==> config.mk <==
export PLATFORM = sky130hd
export DESIGN_NAME = tone_meter_flat
export DESIGN_NICKNAME = d
export VERILOG_FILES = /design/src/rtl/tone_meter_pkg.sv /design/src/rtl/tone_meter_if.sv /design/src/rtl/tone_meter_crossing_detector.sv /design/src/rtl/tone_meter.sv /design/src/flat_wrapper.sv
export SDC_FILE = /design/constraint.sdc
export NUM_CORES = 1
export LEC_CHECK = 0
export CORE_MARGIN = 1
export CORE_UTILIZATION = 45
export CTS_CLUSTER_DIAMETER = 30
export CTS_CLUSTER_SIZE = 28
export DETAILED_ROUTE_END_ITERATION = 7
export PLACE_DENSITY_LB_ADDON = 0.3
export SLEW_MARGIN = 5
export SYNTH_ARGS = -nofsm -noshare
export SYNTH_HDL_FRONTEND = slang
export SYNTH_SLANG_ARGS = --single-unit
==> constraint.sdc <==
create_clock -name clk -period 2.94 [get_ports clk]
set_input_delay 0.294 -clock clk [delete_from_list [all_inputs] [get_ports clk]]
set_output_delay 0.294 -clock clk [all_outputs]
set_load 0.01 [all_outputs]
==> src/rtl/tone_meter_pkg.sv <==
// Shared types and elaboration-time helpers for the tone meter: crossing states,
// hysteresis thresholds and derived register widths.
package tone_meter_pkg;

    typedef enum logic [1:0] {
        SEARCH = 2'd0,
        LOW    = 2'd1,
        HIGH   = 2'd2
    } xing_state_t;

    function automatic int mid_level(input int data_width);
        return 1 << (data_width - 1);
    endfunction

    // Upper threshold; clamped to full scale so it always fits in data_width+1 bits.
    function automatic int hi_level(input int data_width, input int hysteresis);
        int hi;
        hi = mid_level(data_width) + hysteresis;
        if (hi > (1 << data_width)) hi = 1 << data_width;
        return hi;
    endfunction

    // Lower threshold; clamped at zero so a huge band simply never reports "below".
    function automatic int lo_level(input int data_width, input int hysteresis);
        int lo;
        lo = mid_level(data_width) - hysteresis;
        if (lo < 0) lo = 0;
        return lo;
    endfunction

    function automatic int acc_width(input int period_width, input int avg_log2);
        return period_width + avg_log2;
    endfunction

    function automatic int pcnt_width(input int avg_log2);
        return avg_log2 + 1;
    endfunction

endpackage

==> src/rtl/tone_meter_if.sv <==
// Sample stream in, measurement results out, for the tone meter.
interface tone_meter_if #(
    parameter int DATA_WIDTH   = 8,
    parameter int PERIOD_WIDTH = 16
);
    // Handshake: sample_valid qualifies sample and the meter consumes every
    // qualified sample (there is no ready); valid is a one-cycle strobe marking a
    // fresh result, and period/peak/trough/peak_to_peak hold until the next strobe.
    logic [DATA_WIDTH-1:0]   sample;
    logic                    sample_valid;
    logic [PERIOD_WIDTH-1:0] period;
    logic [DATA_WIDTH-1:0]   peak;
    logic [DATA_WIDTH-1:0]   trough;
    logic [DATA_WIDTH-1:0]   peak_to_peak;
    logic                    valid;
    logic                    timeout;

    modport master (
        output sample, sample_valid,
        input  period, peak, trough, peak_to_peak, valid, timeout
    );

    modport slave (
        input  sample, sample_valid,
        output period, peak, trough, peak_to_peak, valid, timeout
    );

endinterface

==> src/rtl/tone_meter_crossing_detector.sv <==
// Hysteresis crossing FSM: reports a rising event when the signal moves from
// below the low threshold to at/above the high threshold.
module tone_meter_crossing_detector
    import tone_meter_pkg::*;
#(
    parameter int DATA_WIDTH = 8,
    parameter int HYSTERESIS = 8
) (
    input  logic                  clk,
    input  logic                  rst_n,
    input  logic [DATA_WIDTH-1:0] sample,
    input  logic                  sample_valid,
    input  logic                  force_search,
    output logic                  rise,
    output xing_state_t           state
);

    // Thresholds carry one extra bit so HI can reach full scale without wrapping.
    localparam logic [DATA_WIDTH:0] HI_T = (DATA_WIDTH + 1)'(hi_level(DATA_WIDTH, HYSTERESIS));
    localparam logic [DATA_WIDTH:0] LO_T = (DATA_WIDTH + 1)'(lo_level(DATA_WIDTH, HYSTERESIS));

    logic        above;
    logic        below;
    xing_state_t state_next;

    assign above = {1'b0, sample} >= HI_T;
    assign below = {1'b0, sample} <  LO_T;

    always_ff @(posedge clk or negedge rst_n) begin
        if (!rst_n) state <= SEARCH;
        else        state <= state_next;
    end

    always_comb begin
        state_next = state;
        rise       = 1'b0;
        if (sample_valid) begin
            case (state)
                SEARCH: begin
                    if (below)      state_next = LOW;
                    else if (above) state_next = HIGH;
                end
                LOW: begin
                    if (above) begin
                        state_next = HIGH;
                        rise       = 1'b1;
                    end
                end
                HIGH: begin
                    if (below) state_next = LOW;
                end
                default: state_next = SEARCH;
            endcase
            // Never asserted together with rise: a crossing beats a timeout.
            if (force_search) state_next = SEARCH;
        end
    end

endmodule

==> src/rtl/tone_meter.sv <==
// Tone meter: averages the period between rising midscale crossings over
// 2^AVG_LOG2 periods and reports peak/trough of the same window.
module tone_meter
    import tone_meter_pkg::*;
#(
    parameter int DATA_WIDTH   = 8,
    parameter int PERIOD_WIDTH = 16,
    parameter int HYSTERESIS   = 8,
    parameter int AVG_LOG2     = 2
) (
    input  logic        clk,
    input  logic        rst_n,
    tone_meter_if.slave bus,
    output xing_state_t dbg_state
);

    localparam int ACC_WIDTH  = acc_width(PERIOD_WIDTH, AVG_LOG2);
    localparam int PCNT_WIDTH = pcnt_width(AVG_LOG2);
    localparam logic [PERIOD_WIDTH-1:0] CNT_MAX   = '1;
    localparam logic [PCNT_WIDTH-1:0]   PCNT_LAST = PCNT_WIDTH'((1 << AVG_LOG2) - 1);

    logic                    rise;
    logic                    synced;
    logic                    expired;
    logic [PERIOD_WIDTH-1:0] cnt;
    logic [ACC_WIDTH-1:0]    acc;
    logic [ACC_WIDTH-1:0]    acc_sum;
    logic [PCNT_WIDTH-1:0]   pcnt;
    logic [DATA_WIDTH-1:0]   peak_trk;
    logic [DATA_WIDTH-1:0]   trough_trk;

    logic [PERIOD_WIDTH-1:0] period_r;
    logic [DATA_WIDTH-1:0]   peak_r;
    logic [DATA_WIDTH-1:0]   trough_r;
    logic [DATA_WIDTH-1:0]   p2p_r;
    logic                    valid_r;
    logic                    timeout_r;

    logic sync_start;
    logic synced_rise;
    logic window_end;
    logic time_out;

    tone_meter_crossing_detector #(
        .DATA_WIDTH (DATA_WIDTH),
        .HYSTERESIS (HYSTERESIS)
    ) u_detector (
        .clk          (clk),
        .rst_n        (rst_n),
        .sample       (bus.sample),
        .sample_valid (bus.sample_valid),
        .force_search (time_out),
        .rise         (rise),
        .state        (dbg_state)
    );

    // rise is already qualified by sample_valid inside the detector.
    assign sync_start  = rise && !synced;
    assign synced_rise = rise && synced;
    assign window_end  = synced_rise && (pcnt == PCNT_LAST);
    // expired makes a saturated counter time out once, so the FSM can leave SEARCH again.
    assign time_out    = bus.sample_valid && !rise && (cnt == CNT_MAX) && !expired;
    assign acc_sum     = acc + ACC_WIDTH'(cnt);

    always_ff @(posedge clk or negedge rst_n) begin
        if (!rst_n) begin
            cnt        <= '0;
            acc        <= '0;
            pcnt       <= '0;
            synced     <= 1'b0;
            expired    <= 1'b0;
            peak_trk   <= '0;
            trough_trk <= '0;
            period_r   <= '0;
            peak_r     <= '0;
            trough_r   <= '0;
            p2p_r      <= '0;
            valid_r    <= 1'b0;
            timeout_r  <= 1'b0;
        end else begin
            valid_r <= window_end;
            if (bus.sample_valid) begin
                if (rise) begin
                    cnt     <= PERIOD_WIDTH'(1);
                    expired <= 1'b0;
                end else if (cnt != CNT_MAX) begin
                    cnt <= cnt + 1'b1;
                end

                if (time_out) begin
                    synced    <= 1'b0;
                    expired   <= 1'b1;
                    acc       <= '0;
                    pcnt      <= '0;
                    timeout_r <= 1'b1;
                end else if (sync_start) begin
                    synced     <= 1'b1;
                    acc        <= '0;
                    pcnt       <= '0;
                    peak_trk   <= bus.sample;
                    trough_trk <= bus.sample;
                end else if (window_end) begin
                    // Results exclude the closing crossing sample, which seeds the next window.
                    period_r   <= PERIOD_WIDTH'(acc_sum >> AVG_LOG2);
                    peak_r     <= peak_trk;
                    trough_r   <= trough_trk;
                    p2p_r      <= peak_trk - trough_trk;
                    timeout_r  <= 1'b0;
                    acc        <= '0;
                    pcnt       <= '0;
                    peak_trk   <= bus.sample;
                    trough_trk <= bus.sample;
                end else if (synced) begin
                    if (rise) begin
                        acc  <= acc_sum;
                        pcnt <= pcnt + 1'b1;
                    end
                    if (bus.sample > peak_trk)   peak_trk   <= bus.sample;
                    if (bus.sample < trough_trk) trough_trk <= bus.sample;
                end
            end
        end
    end

    assign bus.period       = period_r;
    assign bus.peak         = peak_r;
    assign bus.trough       = trough_r;
    assign bus.peak_to_peak = p2p_r;
    assign bus.valid        = valid_r;
    assign bus.timeout      = timeout_r;

endmodule
==> src/flat_wrapper.sv <==
// flat-port wrapper written by rule: the top's interface ports become plain ports
module tone_meter_flat import tone_meter_pkg::*;
#(
    parameter int DATA_WIDTH   = 8,
    parameter int PERIOD_WIDTH = 16,
    parameter int HYSTERESIS   = 8,
    parameter int AVG_LOG2     = 2
)
  (clk, rst_n, dbg_state, bus_sample, bus_sample_valid, bus_period, bus_peak, bus_trough, bus_peak_to_peak, bus_valid, bus_timeout);
  tone_meter_if #(.DATA_WIDTH(DATA_WIDTH), .PERIOD_WIDTH(PERIOD_WIDTH)) bus_i ();
  input  logic clk;
  input  logic rst_n;
  output xing_state_t dbg_state;
  input wire logic [$bits(bus_i.sample)-1:0] bus_sample;
  input wire logic [$bits(bus_i.sample_valid)-1:0] bus_sample_valid;
  output wire logic [$bits(bus_i.period)-1:0] bus_period;
  output wire logic [$bits(bus_i.peak)-1:0] bus_peak;
  output wire logic [$bits(bus_i.trough)-1:0] bus_trough;
  output wire logic [$bits(bus_i.peak_to_peak)-1:0] bus_peak_to_peak;
  output wire logic [$bits(bus_i.valid)-1:0] bus_valid;
  output wire logic [$bits(bus_i.timeout)-1:0] bus_timeout;
  assign bus_i.sample = bus_sample;
  assign bus_i.sample_valid = bus_sample_valid;
  assign bus_period = bus_i.period;
  assign bus_peak = bus_i.peak;
  assign bus_trough = bus_i.trough;
  assign bus_peak_to_peak = bus_i.peak_to_peak;
  assign bus_valid = bus_i.valid;
  assign bus_timeout = bus_i.timeout;
  tone_meter #(.DATA_WIDTH(DATA_WIDTH), .PERIOD_WIDTH(PERIOD_WIDTH), .HYSTERESIS(HYSTERESIS), .AVG_LOG2(AVG_LOG2)) u_core (.clk(clk), .rst_n(rst_n), .bus(bus_i), .dbg_state(dbg_state));
endmodule
### Word-level counts from Yosys, hierarchy flattened

Index checks and enable logic that the tools add are counted.

| storage, ports and cells | value |
|---|---|
| register bits after elaboration | 99 |
| word-level logic and storage cells | 94 |
| input port bits | 11 |
| output and inout bits | 44 |

| operators by class | value |
|---|---|
| $lt $le $gt $ge | 4 |
| bitwise gates (word level) | 2 |
| muxes and demuxes | 35 |
| reductions and logical operators | 28 |
| eq/ne operators | 7 |
| add/sub/neg operators | 4 |

Operators by type and width:

| kind | count |
|---|---|
| $mux W18 | 5 |
| $mux W8 | 8 |
| $mux W16 | 2 |
| $add A18 B16 Y18 | 1 |
| $add A16 B1 Y16 const B | 1 |
| $eq A16 B16 Y1 const B | 1 |
| $ne A16 B16 Y1 const B | 1 |
| $mux W3 | 5 |
| $reduce_and A4 Y1 | 3 |
| $mux W1 | 10 |
| $reduce_bool A3 Y1 | 3 |
| $ge A8 B8 Y1 const B | 1 |
| $gt A8 B8 Y1 | 1 |
| $lt A8 B7 Y1 const B | 1 |
| $lt A8 B8 Y1 | 1 |
| $mux W2 | 4 |
| $reduce_and A2 Y1 | 4 |
| $reduce_bool A2 Y1 | 4 |
| $reduce_bool A4 Y1 | 2 |
| $sub A8 B8 Y8 | 1 |
| $logic_and A1 B1 Y1 | 6 |
| $pmux W2 S3 | 1 |
| $reduce_and A3 Y1 | 2 |
| $add A3 B1 Y3 const B | 1 |
| 8 further kinds | 11 |

### Logic depth before layout (Yosys ltp)

Gate-level depths: netlist (run 1).

| logic depth | value |
|---|---|
| depth after elaboration | 10 |
| mapped depth | 9 |
| depth with buffers taken out | 9 |

### Cells and area by module

A second synthesis (run 1) with hierarchy kept.

| unflattened totals | value |
|---|---|
| cells, all modules | 558 |
| area, all modules | 5455.2 µm² |

Modules (own cells, without submodules):

| module | times used | cells an instance | area each (µm²) | sequential area each (µm²) |
|---|---|---|---|---|
| tone_meter | 1 | 543 | 5311.3 | 2427.3 |
| tone_meter_crossing_detector | 1 | 15 | 143.9 | 50.0 |

### Worst setup path before layout (run 1)

OpenSTA, ideal clock, no wires.

| timing path | value |
|---|---|
| kind | register -> register |
| start point | register u_core.cnt[0] |
| end point | register u_core.acc[16] |
| path buffers | 0 |
| clock period less this slack | 2.405 ns |
| arrival | 2.281 ns |
| setup time | 0.124 ns |
| required time | 2.816 ns |
| slack | 0.535 ns |
| cell stages (with the launch flop) | 9 |
| cells stage by stage | dfrtp_1 -> ha_1 -> fa_1 -> a211oi_1 -> o21a_1 -> a2111oi_0 -> o32a_1 -> a21o_1 -> o31a_1 |

| on the way | value |
|---|---|
| longest elaborated chain between the ends | 6 |
| elaborated cells on any way between the ends | 12 |
| classes of those cells | add/sub (1); eq/ne (1); mux (5); reduce/logical (5) |

Ends and longest elaborated chain:

| what | RTL line | source |
|---|---|---|
| start: declaration | tone_meter.sv:25 | `logic [PERIOD_WIDTH-1:0] cnt;` |
| start signal: assignment | tone_meter.sv:87 | `cnt <= cnt + 1'b1;` |
| $add A18 B16 Y18 | tone_meter.sv:63 | `assign acc_sum = acc + ACC_WIDTH'(cnt);` |
| $mux W18 | tone_meter.sv:114 | `if (rise) begin` |
| $mux W18 | tone_meter.sv:113 | `end else if (synced) begin` |
| $mux W18 | tone_meter.sv:102 | `end else if (window_end) begin` |
| $mux W18 | tone_meter.sv:96 | `end else if (sync_start) begin` |
| $mux W18 | tone_meter.sv:90 | `if (time_out) begin` |
| end signal: assignment | tone_meter.sv:115 | `acc <= acc_sum;` |
| end: declaration | tone_meter.sv:26 | `logic [ACC_WIDTH-1:0] acc;` |

Parallel ways exist; a longest one is shown, timed or not. The select of a mux whose other input is x is not followed.
A chain may end at the register's enable or synchronous reset.

### Final worst setup path (run 1)

Same ends and word-level chain as after synthesis.

==> PnR_summary.wiki, run 1 <==
{| class="wikitable"
! Metric !! Value
|-
| Result of the run || finished, violations left
|-
| Violated checks || hold timing
|-
| Number of standard-cell rows in the floorplan || 39
|-
| Average via count per standard cell || roughly 5.5
|-
| Hold Vio Cnt, Final || 9
|-
| Share of the core filled with cells in the final layout || 56.52%
|-
| Worst slew slack as a fraction of its limit || 22.70%
|-
| Sequential-to-total area share from yosys stat || 45.09%
|-
| Count of clock tree sinks || 99
|-
| Number of global-route vias before repair || 4277
|-
| Clock insertion delay at the later pin of the skew report || 0.35 ns
|-
| Startpoint types || register
|-
| Port-buffer cells || 54
|-
| Slew @ Worst Pin || 1.153 ns
|-
| Leak pwr || 3.104 nW
|-
| TritonCTS clock tree || built
|-
| Maximum clock skew at final layout || 0.007907 ns
|-
| Unrepaired setup endpoints after global routing || no
|-
| Cell area after synthesis || roughly 0.0055 mm2
|-
| Share of the clock period used by the worst path || approximately 90%
|-
| Top-area cell type share of the netlist area || roughly 45%
|-
| DRT antenna net count || 0
|-
| Detail-routed net length per standard cell || 16.32 um
|-
| Total Routed Length || 12.47 mm
|-
| Clock period minus final worst setup slack || 2.727 ns
|-
| Clock tree root buffer cell || clkbuf_16
|-
| Number of flops mapped to enable cells by yosys || 0
|-
| Routability cong. || 0.8870
|-
| Maximum number of pins on one net before global-route repair || slightly above 60
|-
| Area of the die || 0.01266 mm2
|-
| Count of hold-fix buffers inserted at cts || 0
|-
| CTS clock-pin slew for the worst setup and hold paths || approximately 0.070 ns
|-
| Final-layout worst hold slack || -0.01943 ns
|-
| CTS buffer count || 9
|-
| Overflow left after global routing || 0
|-
| Number of endpoints failing setup at the final stage || 0
|-
| Mean cell area of the mapped netlist || 9.953 um2
|-
| Post-Synthesis Net Count || 605
|-
| Number of top-level design ports || between 50 and 60
|-
| Final antenna diode count || 0
|-
| Leading area contributor after synthesis || dfrtp_1
|-
| Area of the core || between 0.01 and 0.015 mm2
|-
| First-pass GRT wire length || 21.32 mm
|-
| Area growth from synthesis to layout || 19.97%
|-
| Top post-synthesis cells by area || dfrtp_1 45%, ha_1 9.1%, nand2_1 5.0%
|-
| Antenna violations before repair || 0
|-
| VDD IR max || ~0.63 mV
|-
| Type of the tightest min-delay check || in -> async
|-
| Final instance count without filler cells || 764
|-
| Type of the worst setup path || reg -> reg
|-
| Critical path fanouts, max || 6
|-
| First drt pass iteration count || 4
|-
| Max-slew violations || 0
|-
| Synthesized netlist cell count || ~550
|-
| DRC errors left || 0
|-
| Violation count after the first detailed-routing iteration || 288
|-
| Top_reg_cell synth || dfrtp_1
|-
| Warnings, synthesis || 0
|-
| PD cells || a little over 800 mW/mm2
|-
| Final HPWL DP || 9.402 mm
|-
| Placed cell count || 749
|-
| Worst EP arrival || 2.96 ns
|-
| Synth unique cells || 62
|-
| Total routing resource utilization after global routing || 21.55%
|-
| Share of synthesized flip-flops with an asynchronous set or reset || 100.0%
|-
| Starting utilization of the core area || 47.11%
|-
| # Post-CTS Setup Buffers || 0
|-
| Maximum frequency from static timing analysis || 366.8 MHz
|-
| H-tree depth || 3
|-
| Horiz. Die Dim || 112.5 um
|-
| Buffer depth of the longest clock path || 2
|-
| MaxCap Viol Count || 0
|-
| Net count reported at finish || 670
|-
| Flop and latch count out of synthesis || 99
|-
| Die Y-Extent || 112.5 um
|-
| Data required time of the critical path || ~3.2 ns
|-
| Type of element capturing the critical path || register
|-
| Setup TNS after final layout || 0 ns
|-
| Total number of vias || 4236
|-
| Layout cells sized above 1 || around a tenth
|}
-- final cells by class --
cell class	count	area [um2]
well taps	143	178.9
inverters	26	97.59
clock buffers	11	252.7
fillers	1034	5071
clock inverters	4	50.05
multi-input cells	413	2867
repair buffers	68	668.1
flip-flops and latches	99	2477
-- per-layer routing --
layer	vias up	track usage [%]	wire [um]
met5	-	0	0
met2	82	34.16	5914
met4	0	5.244	98
met3	8	5.724	527
met1	2057	29.49	5924
li1	2089	-	-
-- synthesized netlist by cell type, types with 3 or more instances --
library cell	instances
dfrtp_1	99
nand2_1	73
o21ai_0	43
nor2_1	41
ha_1	40
a21oi_1	26
inv_1	25
mux2_2	20
xnor2_1	20
a22o_1	15
a21o_1	13
xor2_1	13
clkbuf_1	10
nand3_1	8
nor3_1	8
nor2b_1	7
nand2b_1	6
a31oi_1	5
and2_1	5
and3_1	5
nand4_1	5
o31ai_1	5
a211oi_1	4
buf_2	4
o21a_1	4
mux2i_1	3
o211ai_1	3
or3_1	3
-- repair_timing --
item                                    CTS  global route
endpoints found under the setup margin    0             2
gates resized for setup                   0             1
endpoints found under the hold margin     0             0
-- cells by family (layout without fill, tap and decap cells) --
family,after synthesis,count (layout),synth area share (%)
compound gates,135,135,16.22
fa+ha+maj,42,42,9.838
simple gates,179,179,15.92
buf+inv,40,109,2.824
flops,99,99,45.09
xor+xnor,33,33,5.261
mux,24,24,4.851
-- critical path: stages (launching register included) --
cell	delay, ns
dfrtp_1	0.44
ha_1	0.24
fa_1	0.45
a211oi_2	0.29
o21a_1	0.23
a2111oi_0	0.11
buf_4	0.16
o32a_1	0.39
a21o_1	0.19
o31a_1	0.10
-- stage by stage --
stage	setup WS, ns	hold slack [ns]	area, um2	power, mW
3_3_place_gp	0.1032	0.3828	6284	4.121
2_1_floorplan	0.5351	-0.001591	5494	3.387
3_5_place_dp	0.009221	0.3943	6284	4.209
5_1_grt	0.02940	0.05355	6591	5.775
6_report	0.2135	-0.01943	6591	5.394
4_1_cts	0.1384	0.01930	6586	5.440
-- power breakdown --
group | leakage (nW) | internal [mW] | switching (mW) | total, mW
registers | 1.31 | 1.72 | 0.276 | 2.00
logic | 1.65 | 1.08 | 1.11 | 2.19
clock network | 0.144 | 0.700 | 0.508 | 1.21
-- flip-flops by register name, summed over array words and instances (netlist names) --
signal	flops
u_core.u_detector.state	2
u_core.acc	18
u_core.bus.timeout	1
u_core.bus.valid	1
u_core.expired	1
u_core.cnt	16
u_core.synced	1
u_core.pcnt	3
u_core.bus.period	16
u_core.bus.peak	8
u_core.peak_trk	8
u_core.bus.trough	8
u_core.trough_trk	8
u_core.bus.peak_to_peak	8
-- path summary, 6_finish.rpt --
check / from / end / slack (ns) / depth (start not counted)
worst max-delay path: u_core.cnt[0] / u_core.acc[16] / 0.21 / 9
worst min-delay path: rst_n / u_core.bus.period[14] / -0.02 / 1
worst max register to register: u_core.cnt[0] / u_core.acc[16] / 0.21 / 9
worst min register to register: u_core.bus.peak[0] / u_core.bus.peak[0] / 0.48 / 2
max in group asynchronous: rst_n / u_core.trough_trk[3] / 2.22 / 2
min in group clk: u_core.bus.peak[0] / u_core.bus.peak[0] / 0.48 / 2
-- placed cells by master (no fill, tap or decap), types with 2 or more instances in the layout --
master	synthesis	routed
fa_1	2	2
or3_1	3	3
mux2i_1	3	3
nor3_2	2	2
nand4_1	5	5
a211oi_1	4	3
a311oi_1	2	2
inv_1	25	25
mux2_2	20	20
o31ai_1	5	5
nor3_1	8	8
buf_4	0	13
clkbuf_8	0	2
xor2_1	13	13
a31oi_1	5	5
a32oi_1	2	2
clkinvlp_4	0	2
o21a_1	4	4
and3_1	5	5
and2_1	5	5
a21oi_1	26	26
nand2b_1	6	6
buf_12	0	2
nor4b_1	2	2
nand2_1	73	73
a22o_1	15	15
o21ai_0	43	43
clkdlybuf4s50_1	0	53
nor2_1	41	41
xnor2_1	20	20
dfrtp_1	99	99
o211ai_1	3	3
a21o_1	13	13
nand3_1	8	8
ha_1	40	40
clkbuf_16	0	9
nor2b_1	7	7
(Power assumes the default switching activity.)
==> run 2, diff against run 1 <==
--- a/config.mk
+++ b/config.mk
@@ -5,6 +5,7 @@
 export SDC_FILE = /design/constraint.sdc
 export NUM_CORES = 1
 export LEC_CHECK = 0
+export CAP_MARGIN = 20
 export CORE_MARGIN = 1
 export CORE_UTILIZATION = 45
 export CTS_CLUSTER_DIAMETER = 30
==> constraint.sdc (replaced) <==
create_clock -name clk -period 2.3 [get_ports clk]
set_input_delay 0.23 -clock clk [delete_from_list [all_inputs] [get_ports clk]]
set_output_delay 0.23 -clock clk [all_outputs]
set_load 0.01 [all_outputs]
==> run 2 against run 1 <==
The run now ends clean. Worst hold slack better by 0.45 ns. Cell count is 6.2% higher. Clock skew down 0.0014 ns. Design area is 5.8% higher. Combinational power is 43% higher. Critical endpoint is now u_core.bus.period[13]. Total power up 32%. Utilization is 3.3 points higher. Sequential power up 26%.
==> PnR_summary.wiki, run 2 (synthesis results as in run 1) <==
{| class="wikitable"
! Metric !! Value
|-
| Setup TNS after final layout || 0 ns (unchanged)
|-
| DRT antenna net count || 0 (unchanged)
|-
| Final HPWL DP || 9.841 mm (+4.7%)
|-
| Routability cong. || 0.8551 (-3.6%)
|-
| Layout cells sized above 1 || 17.37% (+7.2 points)
|-
| Number of fill cells || 1002 (-3.1%)
|-
| Antenna violations before repair || 0 (unchanged)
|-
| Number of endpoints failing setup at the final stage || 0 (unchanged)
|-
| Maximum frequency from static timing analysis || 437.5 MHz (+19%)
|-
| Count of clock tree sinks || 99 (unchanged)
|-
| Overflow left after global routing || 0 (unchanged)
|-
| Horiz. Die Dim || 112.5 um (unchanged)
|-
| Area of the core || 0.01166 mm2 (unchanged)
|-
| Final antenna diode count || 0 (unchanged)
|-
| Max-slew violations || 0 (unchanged)
|-
| Type of the tightest min-delay check || in -> async
|-
| First drt pass iteration count || 6 (+2)
|-
| H-tree depth || 3 (unchanged)
|-
| PD cells || 1022 mW/mm2 (+25%)
|-
| Most frequent cells in the layout || 99 x dfrtp_1, 73 x nand2_1, 59 x buf_4, 53 x clkdlybuf4s50_1
|-
| Area growth from synthesis to layout || 26.87%
|-
| Total Routed Length || 13.09 mm (+5.0%)
|-
| Clock tree root buffer cell || clkbuf_16
|-
| DRC errors left || 0 (unchanged)
|-
| CTS buffer count || 9 (unchanged)
|-
| Launching instance or port of the critical path || u_core.acc[1]
|-
| Startpoint types || register
|-
| Die Y-Extent || 112.5 um (unchanged)
|-
| Source of the worst register-to-register timing path || u_core.acc[1]
|-
| First-pass GRT wire length || 21.82 mm (+2.4%)
|-
| Clock insertion delay at the later pin of the skew report || 0.35 ns (about the same)
|-
| CTS clock-pin slew for the worst setup and hold paths || 0.07 ns (about the same)
|-
| Max reg flops || 18 (unchanged)
|-
| Total routing resource utilization after global routing || 22.10% (+0.55 points)
|-
| Critical path fanouts, max || 4 (-2)
|-
| VDD IR max || 0.6086 mV (-3.2%)
|-
| Slew @ Worst Pin || 0.5652 ns (-0.5880 ns)
|-
| Violation count after the first detailed-routing iteration || 177 (-39%)
|-
| Maximum clock skew at final layout || 0.006463 ns (-0.001443 ns)
|-
| Starting utilization of the core area || 47.11% (unchanged)
|-
| Total number of vias || 4478 (+5.7%)
|-
| Final-layout worst hold slack || 0.4311 ns (+0.4505 ns)
|-
| Design Area, Final || 0.006970 mm2 (+5.8%)
|-
| Type of the worst setup path || reg -> reg
|-
| Share of the clock period used by the worst path || 99.37% (+6.6 points)
|-
| Register ranked first by flip-flop count || u_core.acc
|-
| Buffer depth of the longest clock path || 2 (unchanged)
|-
| MaxCap Viol Count || 0 (unchanged)
|-
| TritonCTS clock tree || built
|-
| Detail-routed net length per standard cell || 16.14 um (-1.1%)
|-
| Commonest non-fill, non-tap cell in the layout || dfrtp_1
|-
| Clock period minus final worst setup slack || 2.286 ns (-0.4409 ns)
|-
| Overall power of the completed layout || 7.125 mW (+32%)
|-
| Result of the run || finished clean
|-
| Net count reported at finish || 717 (+7.0%)
|-
| Worst EP arrival || 2.53 ns (-0.43 ns)
|-
| Maximum number of pins on one net before global-route repair || 58 (-6.5%)
|-
| FF+latch area || 0.002477 mm2 (unchanged)
|-
| Hold Vio Cnt, Final || 0 (-9)
|-
| Post-DP Area || 0.006629 mm2 (+5.5%)
|-
| Leak pwr || 3.345 nW (+7.8%)
|-
| Unrepaired setup endpoints after global routing || yes
|-
| Number of standard-cell rows in the floorplan || 39 (unchanged)
|-
| Worst slew slack as a fraction of its limit || 62.32% (+40 points)
|-
| Pre-CTS WS || -0.2571 ns (-0.2663 ns)
|-
| Type of element capturing the critical path || register
|-
| Area occupied by multi-input gates || 0.002910 mm2 (+1.5%)
|-
| Data required time of the critical path || 2.55 ns (-0.62 ns)
|-
| Port-buffer cells || 54 (unchanged)
|-
| Average via count per standard cell || 5.522 (-0.41%)
|-
| Number of top-level design ports || 55 (unchanged)
|-
| Area of the die || 0.01266 mm2 (unchanged)
|-
| Final setup slack of the worst path || 0.01440 ns (-0.1991 ns)
|-
| Number of global-route vias before repair || 4455 (+4.2%)
|}
run 2: report_power, final:
group	switching, mW	internal (mW)	leakage [nW]
logic	1.55	1.59	1.90
clock network	0.646	0.829	0.141
registers	0.320	2.20	1.31
run 2: final timing paths:
kind / to / slack, ns / cells after the start
worst max-delay path: u_core.bus.period[13] / 0.01 / 8
worst min-delay path: u_core.bus.trough[0] / 0.43 / 2
worst max register to register: u_core.bus.period[13] / 0.01 / 8
worst min register to register: u_core.bus.period[9] / 0.48 / 2
max in group asynchronous: u_core.expired / 1.17 / 3
min in group clk: u_core.bus.period[9] / 0.48 / 2
run 2: routing by layer:
layer  track usage (%)  up-vias  wire length [um]
li1                  -     2186                 -
met1             28.60     2199              6025
met2             37.31       83              6363
met3             5.400       10               562
met4             5.422        0               139
met5                 0        -                 0
run 2: critical path: stages (launching register included):
cell and delay [ns]:
dfrtp_1 0.42, buf_4 0.15, ha_1 0.28, a21oi_1 0.25
nand4b_1 0.23, a21oi_1 0.13, o211ai_1 0.33, a21oi_1 0.13
o31ai_1 0.25
run 2: area by class of cell:
cell class                 count  area share, %
multi-input combinational    413          41.75
clock buffer                   9          3.231
clock inverter                 6         0.8257
inverter                      26          1.400
sequential                    99          35.54
timing repair buffer         115          14.68
tap                          143          2.567
run 2: repair_timing:
action / in CTS / in global routing
endpoints found under the setup margin: 8 / 21
pin swaps: 10 / 5
resized for setup: 8 / 3
hold buffers: 1 / 0
setup buffers: 0 / 2
endpoints found under the hold margin: 42 / 0
run 2: metrics by stage:
| stage | utilization [%] | std cells |
|---|---|---|
| 2_1_floorplan | - | 552 |
| 3_3_place_gp | 56.84 | 794 |
| 3_5_place_dp | 56.84 | 794 |
| 4_1_cts | 59.48 | 809 |
| 5_1_grt | 59.77 | 811 |
| 6_report | 59.77 | 811 |
==> run 3, diff against run 2 <==
--- a/config.mk
+++ b/config.mk
@@ -7,7 +7,7 @@
 export LEC_CHECK = 0
 export CAP_MARGIN = 20
 export CORE_MARGIN = 1
-export CORE_UTILIZATION = 45
+export CORE_UTILIZATION = 52
 export CTS_CLUSTER_DIAMETER = 30
 export CTS_CLUSTER_SIZE = 28
 export DETAILED_ROUTE_END_ITERATION = 7
==> run 3 against run 2 <==
Non-clock buffer count grew 15. Register-to-register slack is essentially flat. Die area shrank 13%. Sequential power is essentially flat. First-iteration DRC count grew 2.8%. Wire length grew 4.7%. Critical path type unchanged. Critical endpoint is now u_core.bus.period[11]. Largest power group unchanged.
==> PnR_summary.wiki, run 3 (synthesis results as in run 1) <==
{| class="wikitable"
! Metric !! Value
|-
| Final antenna diode count || 0 (unchanged)
|-
| Switching power || 2.556 mW (+1.7%)
|-
| Violation count after the first detailed-routing iteration || 182 (+2.8%)
|-
| Port-buffer cells || 54 (unchanged)
|-
| Register ranked first by flip-flop count || u_core.acc
|-
| Routability cong. || 0.8687 (+1.6%)
|-
| H-tree depth || 3 (unchanged)
|-
| Average via count per standard cell || 5.629 (+1.9%)
|-
| Setup TNS after final layout || 0 ns (unchanged)
|-
| Buffer depth of the longest clock path || 2 (unchanged)
|-
| Type of the worst setup path || reg -> reg
|-
| Die Y-Extent || 104.8 um (-6.8%)
|-
| First-pass GRT wire length || 22.22 mm (+1.8%)
|-
| Type of the tightest min-delay check || in -> async
|-
| Total number of vias || 4610 (+2.9%)
|-
| Internal power summed over all cells || 4.664 mW (+1.1%)
|-
| Proportion of power drawn by flip-flops and latches || 34.9% (-0.5 points)
|-
| Placed cell count || 792 (-0.25%)
|-
| TritonCTS clock tree || built
|-
| Data required time of the critical path || 2.58 ns (+0.03 ns)
|-
| Area of the core || 0.01028 mm2 (-12%)
|-
| Share of the clock period used by the worst path || 99.49% (+0.11 points)
|-
| Area growth from synthesis to layout || 29.79%
|-
| Layout cells sized above 1 || 20.06% (+2.7 points)
|-
| Detail-routed net length per standard cell || 16.73 um (+3.7%)
|-
| Number of global-route vias before repair || 4797 (+7.7%)
|-
| First drt pass iteration count || 4 (-2)
|-
| Result of the run || finished clean
|-
| Maximum frequency from static timing analysis || 437.0 MHz (-0.11%)
|-
| Unrepaired setup endpoints after global routing || yes
|-
| Proportion of power drawn by the clock network || 18.5% (-2.2 points)
|-
| Clock insertion delay at the later pin of the skew report || 0.39 ns (+0.04 ns)
|-
| Net count reported at finish || 732 (+2.1%)
|-
| DRT antenna net count || 0 (unchanged)
|-
| Worst EP arrival || 2.57 ns (+0.04 ns)
|-
| Clock period minus final worst setup slack || 2.288 ns (+0.002574 ns)
|-
| Number of top-level design ports || 55 (unchanged)
|-
| Number of fill cells || 813 (-19%)
|-
| Portion of total power attributed to combinational logic || 46.7% (+2.8 points)
|-
| Maximum number of pins on one net before global-route repair || 62 (+6.9%)
|-
| Number of endpoints failing setup at the final stage || 0 (unchanged)
|-
| Startpoint types || register
|-
| Final setup slack of the worst path || 0.01182 ns (-0.002574 ns)
|-
| CTS buffer count || 9 (unchanged)
|-
| R2R setup slack || 0.01 ns (about the same)
|-
| CTS clock-pin slew for the worst setup and hold paths || 0.09 ns (+0.02 ns)
|-
| Horiz. Die Dim || 104.8 um (-6.8%)
|-
| Slew @ Worst Pin || 0.6240 ns (+0.05880 ns)
|-
| VDD IR max || 0.7360 mV (+21%)
|-
| Worst slew slack as a fraction of its limit || 58.40% (-3.9 points)
|-
| Total routing resource utilization after global routing || 25.76% (+3.7 points)
|-
| Max-slew violations || 0 (unchanged)
|-
| Final HPWL DP || 9.978 mm (+1.4%)
|-
| Total Routed Length || 13.70 mm (+4.7%)
|-
| Maximum clock skew at final layout || 0.01033 ns (+0.003862 ns)
|-
| MaxCap Viol Count || 0 (unchanged)
|-
| Final instance count without filler cells || 819 (+0.99%)
|-
| PD cells || 1013 mW/mm2 (-0.94%)
|-
| Antenna violations before repair || 0 (unchanged)
|-
| Commonest non-fill, non-tap cell in the layout || dfrtp_1
|-
| Type of element capturing the critical path || register
|-
| Hold Vio Cnt, Final || 0 (unchanged)
|-
| Switching fraction of total power || 35.40% (+0.14 points)
|-
| DRC errors left || 0 (unchanged)
|-
| Pre-CTS WS || -0.2074 ns (+0.04972 ns)
|-
| Number of standard-cell rows in the floorplan || 37 (-5.1%)
|-
| Clock tree root buffer cell || clkbuf_8
|-
| Count of clock tree sinks || 99 (unchanged)
|-
| Number of cells on the worst reg-to-reg path || 7 (-1)
|-
| Overflow left after global routing || 0 (unchanged)
|-
| Max reg flops || 18 (unchanged)
|-
| Area of the die || 0.01098 mm2 (-13%)
|-
| Critical path fanouts, max || 5 (+1)
|-
| Most frequent cells in the layout || 98 x dfrtp_1, 72 x nand2_1, 67 x buf_4, 53 x clkdlybuf4s50_1, 40 x nor2_1
|-
| Leak pwr || 3.459 nW (+3.4%)
|-
| Starting utilization of the core area || 53.46% (+6.3 points)
|}
run 3: cell count changes in the layout (fill, tap and decap cells not counted), sizes merged:
cell and delta:
buf +15, bufinv +2, clkbuf +1, clkinv -3
run 3: final timing paths:
path	from	end
max	u_core.cnt[8]	u_core.bus.period[11]
min	rst_n	u_core.acc[17]
max reg2reg	u_core.cnt[8]	u_core.bus.period[11]
min reg2reg	u_core.bus.period[4]	u_core.bus.period[4]
max in group asynchronous	rst_n	u_core.acc[11]
min in group clk	bus_sample[0]	u_core.peak_trk[0]
run 3: power groups by stage:
stage	logic, mW	registers, mW	clock network [mW]
2_1_floorplan	1.75	2.59	0
3_5_place_dp	3.08	2.54	0
3_3_place_gp	2.97	2.52	0
6_report	3.37	2.52	1.33
4_1_cts	3.14	2.51	1.36
5_1_grt	3.69	2.57	1.41
run 3: repair_timing:
item / in CTS / in global routing
pin swaps: 8 / 12
buffers inserted: 4 / 8
cloned: 0 / 1
hold endpoints to repair: 46 / 0
setup endpoints to repair: 17 / 42
resized for setup: 8 / 35
hold buffers: 1 / 0
run 3: final cells by class:
class,count,area [um2],share of cell area [%]
clock buffers,10,127.6,1.790
clock inverters,5,102.6,1.439
inverters,26,97.59,1.369
multi-input cells,413,2992,41.95
flip-flops and latches,99,2479,34.76
well taps,136,170.2,2.386
repair buffers,130,1162,16.30
run 3: critical path, stage by stage, from the launching register on:
cell and delay [ns]:
dfrtp_1 0.46, ha_1 0.44, and3_1 0.32, nand4_1 0.13
a21oi_1 0.29, nor3_1 0.10, xnor2_1 0.16, mux2_2 0.28
run 3: per-stage QoR:
stage	total power [mW]	area [um2]	utilization (%)	hold WS [ns]
3_3_place_gp	5.489	6658	64.78	0.2853
5_1_grt	7.667	7131	69.38	0.4592
6_report	7.220	7131	69.38	0.3969
3_5_place_dp	5.624	6658	64.78	0.2881
4_1_cts	7.009	6944	67.57	0.4280
2_1_floorplan	4.344	5502	-	-0.06559
run 3: routing by layer:
metal / vias to the layer above / global-route usage, % / share of wire (%)
li1: 2215 / - / -
met1: 2269 / 30.84 / 42
met2: 93 / 45.65 / 52
met4: 0 / 11.27 / 2.5
met3: 33 / 4.180 / 3.4
met5: - / 0 / 0
